$ cat config.mk
export PLATFORM = sky130hd
export DESIGN_NAME = line_arbiter
export DESIGN_NICKNAME = d
export VERILOG_FILES = /design/src/rtl/line_arbiter.sv
export SDC_FILE = /design/constraint.sdc
export NUM_CORES = 2
export LEC_CHECK = 0
export ABC_CLOCK_PERIOD_IN_PS = 1800
export BUFFER_PORTS_ARGS = -buffer_cell sky130_fd_sc_hd__buf_4
export CORE_AREA = 2 2 538 540
export DETAILED_ROUTE_END_ITERATION = 7
export DIE_AREA = 0 0 540 542
export PLACE_DENSITY_LB_ADDON = 0.08
export SYNTH_ARGS = -nofsm -noshare
export SYNTH_HDL_FRONTEND = slang
export SYNTH_SLANG_ARGS = --single-unit
$ cat constraint.sdc
create_clock -name clk -period 1.8 [get_ports clk]
set_clock_uncertainty 0.05 [all_clocks]
set_input_delay 0.27 -clock clk [delete_from_list [all_inputs] [get_ports clk]]
set_output_delay 0.27 -clock clk [all_outputs]
set_load 0.01 [all_outputs]
$ cat src/rtl/line_arbiter.sv
// Fixed-priority arbiter sharing one cacheline adaptor between icache and dcache.
// Optional macro LINE_ARB_FAIR_EN adds a starvation counter that lets the icache through.
module line_arbiter #(
   parameter int  s_offset   = 5,
   parameter int  STARVE_MAX = 4,
   localparam int size       = (2**s_offset)*8
) (
   input  logic            clk,
   input  logic            rst,
   input  logic            i_pmem_read,
   input  logic [31:0]     i_pmem_address,
   output logic [size-1:0] i_pmem_rdata,
   output logic            i_pmem_resp,
   input  logic            d_pmem_read,
   input  logic            d_pmem_write,
   input  logic [31:0]     d_pmem_address,
   input  logic [size-1:0] d_pmem_wdata,
   output logic [size-1:0] d_pmem_rdata,
   output logic            d_pmem_resp,
   output logic            pmem_read_c,
   output logic            pmem_write_c,
   output logic [31:0]     pmem_address_c,
   output logic [size-1:0] pmem_wdata_c,
   input  logic [size-1:0] pmem_rdata_c,
   input  logic            pmem_resp_c
);

   typedef enum logic [1:0] {IDLE, I_BUSY, D_BUSY, RESP} state_t;

   state_t            state_q, state_d;
   logic              read_q, read_d;
   logic              write_q, write_d;
   logic [31:0]       addr_q, addr_d;
   logic [size-1:0]   wdata_q, wdata_d;
   logic [size-1:0]   i_rdata_q, i_rdata_d;
   logic [size-1:0]   d_rdata_q, d_rdata_d;
   logic              i_resp_q, i_resp_d;
   logic              d_resp_q, d_resp_d;
   logic              d_req;
   logic              i_win;

   assign d_req = d_pmem_read | d_pmem_write;

`ifdef LINE_ARB_FAIR_EN
   localparam int CW = $clog2(STARVE_MAX+1);
   logic [CW-1:0] cnt_q, cnt_d;

   // icache overrides dcache priority once it has waited through STARVE_MAX dcache grants
   assign i_win = i_pmem_read & (~d_req | (cnt_q == CW'(STARVE_MAX)));

   always_comb begin
      cnt_d = cnt_q;
      if (state_q == IDLE) begin
         if (i_win) begin
            cnt_d = {CW{1'b0}};
         end else if (d_req && i_pmem_read && (cnt_q != CW'(STARVE_MAX))) begin
            cnt_d = cnt_q + CW'(1);
         end else begin
            cnt_d = cnt_q;
         end
      end else begin
         cnt_d = cnt_q;
      end
   end

   always_ff @(posedge clk) begin
      if (rst) begin
         cnt_q <= {CW{1'b0}};
      end else begin
         cnt_q <= cnt_d;
      end
   end
`else
   assign i_win = i_pmem_read & ~d_req;
`endif

   always_comb begin
      state_d   = state_q;
      read_d    = read_q;
      write_d   = write_q;
      addr_d    = addr_q;
      wdata_d   = wdata_q;
      i_rdata_d = i_rdata_q;
      d_rdata_d = d_rdata_q;
      i_resp_d  = 1'b0;
      d_resp_d  = 1'b0;
      case (state_q)
         IDLE: begin
            if (i_win) begin
               state_d = I_BUSY;
               read_d  = 1'b1;
               write_d = 1'b0;
               addr_d  = i_pmem_address;
            end else if (d_req) begin
               // a read+write collision is treated as a write
               state_d = D_BUSY;
               read_d  = ~d_pmem_write;
               write_d = d_pmem_write;
               addr_d  = d_pmem_address;
               wdata_d = d_pmem_wdata;
            end else begin
               state_d = IDLE;
            end
         end
         I_BUSY: begin
            if (pmem_resp_c) begin
               i_rdata_d = pmem_rdata_c;
               i_resp_d  = 1'b1;
               read_d    = 1'b0;
               write_d   = 1'b0;
               state_d   = RESP;
            end else begin
               state_d = I_BUSY;
            end
         end
         D_BUSY: begin
            if (pmem_resp_c) begin
               if (!write_q) begin
                  d_rdata_d = pmem_rdata_c;
               end else begin
                  d_rdata_d = d_rdata_q;
               end
               d_resp_d = 1'b1;
               read_d   = 1'b0;
               write_d  = 1'b0;
               state_d  = RESP;
            end else begin
               state_d = D_BUSY;
            end
         end
         RESP: begin
            state_d = IDLE;
         end
         default: begin
            state_d = IDLE;
            read_d  = 1'b0;
            write_d = 1'b0;
         end
      endcase
   end

   always_ff @(posedge clk) begin
      if (rst) begin
         state_q   <= IDLE;
         read_q    <= 1'b0;
         write_q   <= 1'b0;
         addr_q    <= 32'h0;
         wdata_q   <= {size{1'b0}};
         i_rdata_q <= {size{1'b0}};
         d_rdata_q <= {size{1'b0}};
         i_resp_q  <= 1'b0;
         d_resp_q  <= 1'b0;
      end else begin
         state_q   <= state_d;
         read_q    <= read_d;
         write_q   <= write_d;
         addr_q    <= addr_d;
         wdata_q   <= wdata_d;
         i_rdata_q <= i_rdata_d;
         d_rdata_q <= d_rdata_d;
         i_resp_q  <= i_resp_d;
         d_resp_q  <= d_resp_d;
      end
   end

   assign pmem_read_c    = read_q;
   assign pmem_write_c   = write_q;
   assign pmem_address_c = addr_q;
   assign pmem_wdata_c   = wdata_q;
   assign i_pmem_rdata   = i_rdata_q;
   assign d_pmem_rdata   = d_rdata_q;
   assign i_pmem_resp    = i_resp_q;
   assign d_pmem_resp    = d_resp_q;

endmodule
After elaboration in Yosys (flattened, before gate mapping)
Cells that the tools add are included.
{"block": "totals", "latchBits": 0, "register_bits": 806, "memories": 0, "mem_bits_rw": 0, "mem_bits_ro": 0, "word_cells": 48}
{"block": "classes", "multipliers": 0, "reduce_logical": 11, "n_addsub": 0, "bitwise_logic": 8, "mux": 15, "magnitude_cmp": 0, "div": 0, "n_eq_ne": 5, "n_shift": 0}
{"op": "32-bit 2-to-1 mux", "n": 2}
{"op": "3-bit AND reduction", "n": 3}
{"op": "2-bit one-hot mux with 4 select lines", "n": 1}
{"op": "1-bit 2-to-1 mux", "n": 7}
{"op": "2-bit 2-to-1 mux", "n": 3}
{"op": "1-bit inverter", "n": 6}
{"op": "2-bit OR reduction", "n": 3}
{"op": "2-bit == test (second input constant)", "n": 2}
{"op": "1-bit one-hot mux with 2 select lines", "n": 2}
{"op": "2-bit AND reduction", "n": 2}
{"op": "2-bit nonzero test", "n": 2}
{"op": "3-bit inequality test (second input constant)", "n": 1}
{"op": "2-bit by 1-bit == test with 1-bit output (second input constant)", "n": 1}
{"op": "2-bit zero test", "n": 1}
{"op": "2-bit by 1-bit inequality test with 1-bit output (second input constant)", "n": 1}
{"op": "1-bit AND", "n": 1}
{"op": "1-bit OR", "n": 1}

Longest topological paths before layout
{"block": "depth", "depth_word": 5, "ltp_mapped": 8, "mapped_depth_nobuf": 5}

Least setup slack after synthesis
OpenSTA, ideal clock, no wires.
{"block": "synth_timing", "path_type": "register to register", "start": "register state_q[0]", "end": "register addr_q[14], in the netlist pmem_address_c[14]", "path_stages_with_launch": 8, "setup_ps": 134, "arrival_time_ps": 1447, "setup_slack_ps": 169, "required_time_ps": 1616, "path_buffers": 3, "cell_sequence": "dfxtp_1 inv_1 ha_1 buf_2 clkbuf_1 clkbuf_1 nor3b_1 nor4_1"}
{"block": "synth_via", "elab_chain_len": 2}
{"item": "from (decl)", "line": "30", "source": "state_t state_q, state_d;"}
{"item": "from (signal assigned)", "line": "154", "source": "state_q <= state_d;"}
{"item": "2-bit zero test", "line": "87", "source": "case (state_q)"}
{"item": "2-bit AND reduction (no line)"}
{"item": "to (signal assigned)", "line": "157", "source": "addr_q <= addr_d;"}
{"item": "to (decl)", "line": "33", "source": "logic [31:0] addr_q, addr_d;"}
No other way between the ends.
A chain may end at the register's enable or synchronous reset.

Worst setup path in the final report
{"block": "layout_timing", "start": "register state_q[1]", "end": "register d_rdata_q[110], in the netlist d_pmem_rdata[110]"}
{"block": "layout_via", "elab_chain_len": 2}
{"item": "2-bit == test", "line": "87"}
{"item": "3-bit AND reduction (no line)"}
{"item": "to (signal assigned)", "line": "150", "source": "d_rdata_q <= {size{1'b0}};"}
{"item": "to (signal assigned)", "line": "160", "source": "d_rdata_q <= d_rdata_d;"}
{"item": "to (decl)", "line": "36", "source": "logic [size-1:0] d_rdata_q, d_rdata_d;"}
No other way between the ends.

==> flow_summary.json <==
{
  "power_leakage_uw": 0.02245,
  "nNetsFinal": 6205,
  "initial_core_util_pct": 9.861,
  "synth-async-reset-ratio_pct": 0,
  "crit_path_max_incr_delay_ps": 330,
  "ys_top_cells_by_area": "sky130_fd_sc_hd__dfxtp_1 (57%), sky130_fd_sc_hd__nand2_1 (20%), sky130_fd_sc_hd__a21oi_1 (14%)",
  "tritoncts": "yes",
  "r2r_end": "d_pmem_rdata[110]$_SDFFE_PP0P_",
  "clkLatencyLatePin_ps": 820,
  "fp.coreArea_um2": 286900,
  "areaGrowthSynthToFinish_pct": 96.88,
  "post_synth_and_or_nand_nor_area_fraction_pct": 23.55,
  "yosys.area_share.xor_xnor_pct": 0,
  "ys_dominant_reg_cell": "sky130_fd_sc_hd__dfxtp_1",
  "synth.lib_cells_used.distinct": 30,
  "worstPathCellList": "buf_6 > ha_4 > and3b_4 > buf_12 > buf_16 > buf_12 > clkbuf_16 > nand2_1 > a21oi_1",
  "crit_arrival_ps": 2400,
  "mapped_nets": 4176,
  "power_frac_seq_pct": 34.5,
  "cp_data_required_time_ps": 2400,
  "io_pins": 1386,
  "critPathCaptureType": "register",
  "core.rowCount": 197,
  "dieArea_um2": 292700,
  "route.final.wire_length_um": 221600,
  "grt_overflow": 0,
  "min_path_cells": 4,
  "muxShareOfSynthArea_pct": 0,
  "report.final.slew_viol_count": 0,
  "power_frac_clock_pct": 37.5,
  "reg2reg_from": "state_q[1]$_SDFF_PP0_",
  "power.combinational.fraction_pct": 28.0,
  "drc_marker_count_from_the_first_detailed_route_iteration": 1503,
  "timing.hold.worst_endpoint": "pmem_wdata_c[76]$_SDFFE_PP0P_",
  "setup.worst_path.start_class": "register",
  "max_cap_violations": 0,
  "syn_inst": 3588,
  "die_width_um": 540,
  "synth_compound_area_share_pct": 14.51,
  "r2r_slack_ps": -3,
  "p_switching_uw": 19780,
  "globalplace.congestion": 0.7997,
  "cts_num_sinks": 806,
  "finalCritPeriodShare_pct": 100.1,
  "grt_start_max_net_pins": 109,
  "num_vias": 32680,
  "hp-class": "in2reg",
  "fmax_mhz": 554.8,
  "finalCriticalPeriod_ps": 1803,
  "place.detailed.instances": 8642,
  "drt.antenna.violating_nets": 0,
  "synth_top_cells_by_count": "sky130_fd_sc_hd__nand2_1 (1538), sky130_fd_sc_hd__dfxtp_1 (806), sky130_fd_sc_hd__a21oi_1 (770)",
  "hold_slack_final_ps": 175.7,
  "power_report.internal_total_uw": 40730,
  "worst_rel_slew_slack_pct": 57.56,
  "slowest_stage": "sky130_fd_sc_hd__dfxtp_2",
  "worst_slack_ps": -2.505,
  "buffer_ports.inserted": 1385,
  "cts_root_buf": "sky130_fd_sc_hd__clkbuf_16",
  "p_per_area_nw_per_um2": 1086,
  "final_hold_viol_count": 0,
  "global_route_wire_length_before_repair_um": 290500,
  "ir_drop_mv": 0.7879,
  "dominant_cell_type_by_area_after_synthesis": "sky130_fd_sc_hd__dfxtp_1",
  "hold_path.startpoint": "d_pmem_wdata[76]",
  "yosys_register_bits": 806,
  "cts_inserted_buffers": 117,
  "sw_share_pct": 32.69,
  "clk_pin_slew_worst_paths_ps": 60,
  "dp.final_hpwl_um": 168700,
  "yosysWarningCount": 0,
  "grt_setup_unrepaired": "true",
  "post_route_cells_drive_above_1_share_pct": 33.69,
  "result_of_the_run": "finished with violations",
  "worstSetupPathType": "reg2reg",
  "avg_synthesized_cell_area_um2": 7.885,
  "main_combinational_cell_family_by_area_after_synthesis": "simple AND/OR/NAND/NOR gates",
  "synth_enable_flop_cells": 0,
  "yosysTopAreaCellShare_pct": 57.03,
  "critPathMaxFanout": 11,
  "number_of_global_route_vias_before_repair": 32920,
  "layout.cells.non_filler": 9504,
  "synthMostInstantiatedCell": "sky130_fd_sc_hd__nand2_1",
  "synth_adder_area_share_pct": 0.2653,
  "drt_first_pass_iters": 5,
  "antenna_found_initial": 67,
  "worstMarginPinSlew_ps": 636.6,
  "gr-usage-all-layers_pct": 14.12,
  "worstRegToRegCells": 9,
  "htreeDepth": 3,
  "critPathMostFrequentCell": "sky130_fd_sc_hd__buf_12",
  "synth_area_um2": 28290,
  "drc_errors": 0,
  "post_drt_wl_per_cell_um": 23.31,
  "synth_seq_area_share_pct": 57.03,
  "setup-violations-final": 1,
  "clockBufferDepth": 4,
  "vias_per_cell": 3.438,
  "violations": "setup timing",
  "die_h_um": 542
}
==> layer usage <==
| metal | wire [um] | part of all wire (%) | vias to the layer above | global-route usage (%) |
|---|---|---|---|---|
| met2 | 103000 | 46 | 1045 | 23.21 |
| met5 | 235 | 0.11 | - | 0 |
| li1 | - | - | 15770 | - |
| met3 | 16020 | 7.2 | 211 | 4.519 |
| met1 | 98330 | 44 | 15610 | 17.95 |
| met4 | 4017 | 1.8 | 36 | 2.862 |
==> layout make-up <==
cell class	instances	area [um^2]
sequential	806	16230
clock inverter	18	171.4
inverter	2	10.01
multi-input combinational	2494	11180
clock buffer	183	3456
fill	32530	231200
timing repair buffer	2196	19860
tap	3781	4731
antenna	24	60.06
==> worst max-delay path by stage <==
stage,from,to,slack [ps],cells past startpoint
2_1_floorplan,state_q[0]$_SDFF_PP0_,pmem_address_c[14]$_SDFFE_PP0P_,170,7
5_1_grt,state_q[1]$_SDFF_PP0_,d_pmem_rdata[110]$_SDFFE_PP0P_,-60,9
6_report,state_q[1]$_SDFF_PP0_,d_pmem_rdata[110]$_SDFFE_PP0P_,-3,9
4_1_cts,state_q[1]$_SDFF_PP0_,d_pmem_rdata[42]$_SDFFE_PP0P_,-30,7
3_3_place_gp,state_q[1]$_SDFF_PP0_,i_pmem_rdata[36]$_SDFFE_PP0P_,-70,8
3_5_place_dp,state_q[1]$_SDFF_PP0_,i_pmem_rdata[36]$_SDFFE_PP0P_,-70,8
==> metrics by stage <==
step	total power (uW)	setup WS (ps)	setup TNS, ps	cell area, um^2	utilization, %
5_1_grt	63770	-55.86	-1055	55670	19.40
2_1_floorplan	26440	169.4	0	28290	-
4_1_cts	60890	-31.16	-270.4	54500	19.00
3_3_place_gp	35700	-68.16	-2068	44420	15.48
6_report	60510	-2.505	-2.505	55700	19.41
3_5_place_dp	35680	-70.05	-1678	44420	15.48
==> cell usage in the layout (no fill, tap or decap), drive strengths merged <==
cell type     count
a21oi           770
a221oi            2
and2              1
and3b             1
buf            1590
bufinv            2
clkbuf          207
clkinv           13
clkinvlp          2
dfxtp           806
diode            24
dlygate4sd3     581
dlymetal6s4s      1
ha                6
inv               3
nand2          1538
nand2b           32
nand3b            1
nor2              5
nor2b             1
nor3             32
nor3b            32
nor4             32
nor4b             1
o21a              1
o21ai             1
o22ai            32
o31ai             2
or2               1
or3b              2
or4               1
==> worst max-delay path, delay by kind of cell (launching register included) <==
kind / cells / cell delay, ps
and+or+nand+nor: 2 / 280
AOI/OAI and AO/OA: 1 / 50
adders and majority gates: 1 / 160
buffers and inverters: 5 / 740
DFF: 1 / 330
==> flip-flops by register name (all words and copies together) (netlist names) <==
signal / flops
i_pmem_rdata: 256
pmem_read_c: 1
pmem_wdata_c: 256
pmem_write_c: 1
pmem_address_c: 32
i_pmem_resp: 1
d_pmem_resp: 1
state_q: 2
d_pmem_rdata: 256
==> power groups by stage <==
stage / Sequential [uW] / Combinational, uW / Clock (uW)
floorplan: 21800 / 4670 / 0
global placement: 21200 / 14500 / 0
detailed placement: 21200 / 14500 / 0
CTS: 20900 / 16200 / 23800
global route: 21100 / 18300 / 24300
finish: 20900 / 17000 / 22700
==> cell families (layout without fill, tap and decap cells) <==
group                      count (synthesis)  after routing
and+or+nand+nor                         1680           1680
AOI/OAI and AO/OA                        808            808
other                                      0             24
DFF                                      806            806
buffers and inverters                    288           2399
adders and majority gates                  6              6
==> timing repair <==
action | CTS | global route
hold buffers | 582 | 0
cloned | 8 | 26
gates resized for setup | 119 | 95
endpoints found under the setup margin | 220 | 261
buffers inserted | 12 | 17
pin swaps | 3 | 9
hold endpoints to repair | 805 | 0
No activity file was read; power rests on OpenSTA's default activity.
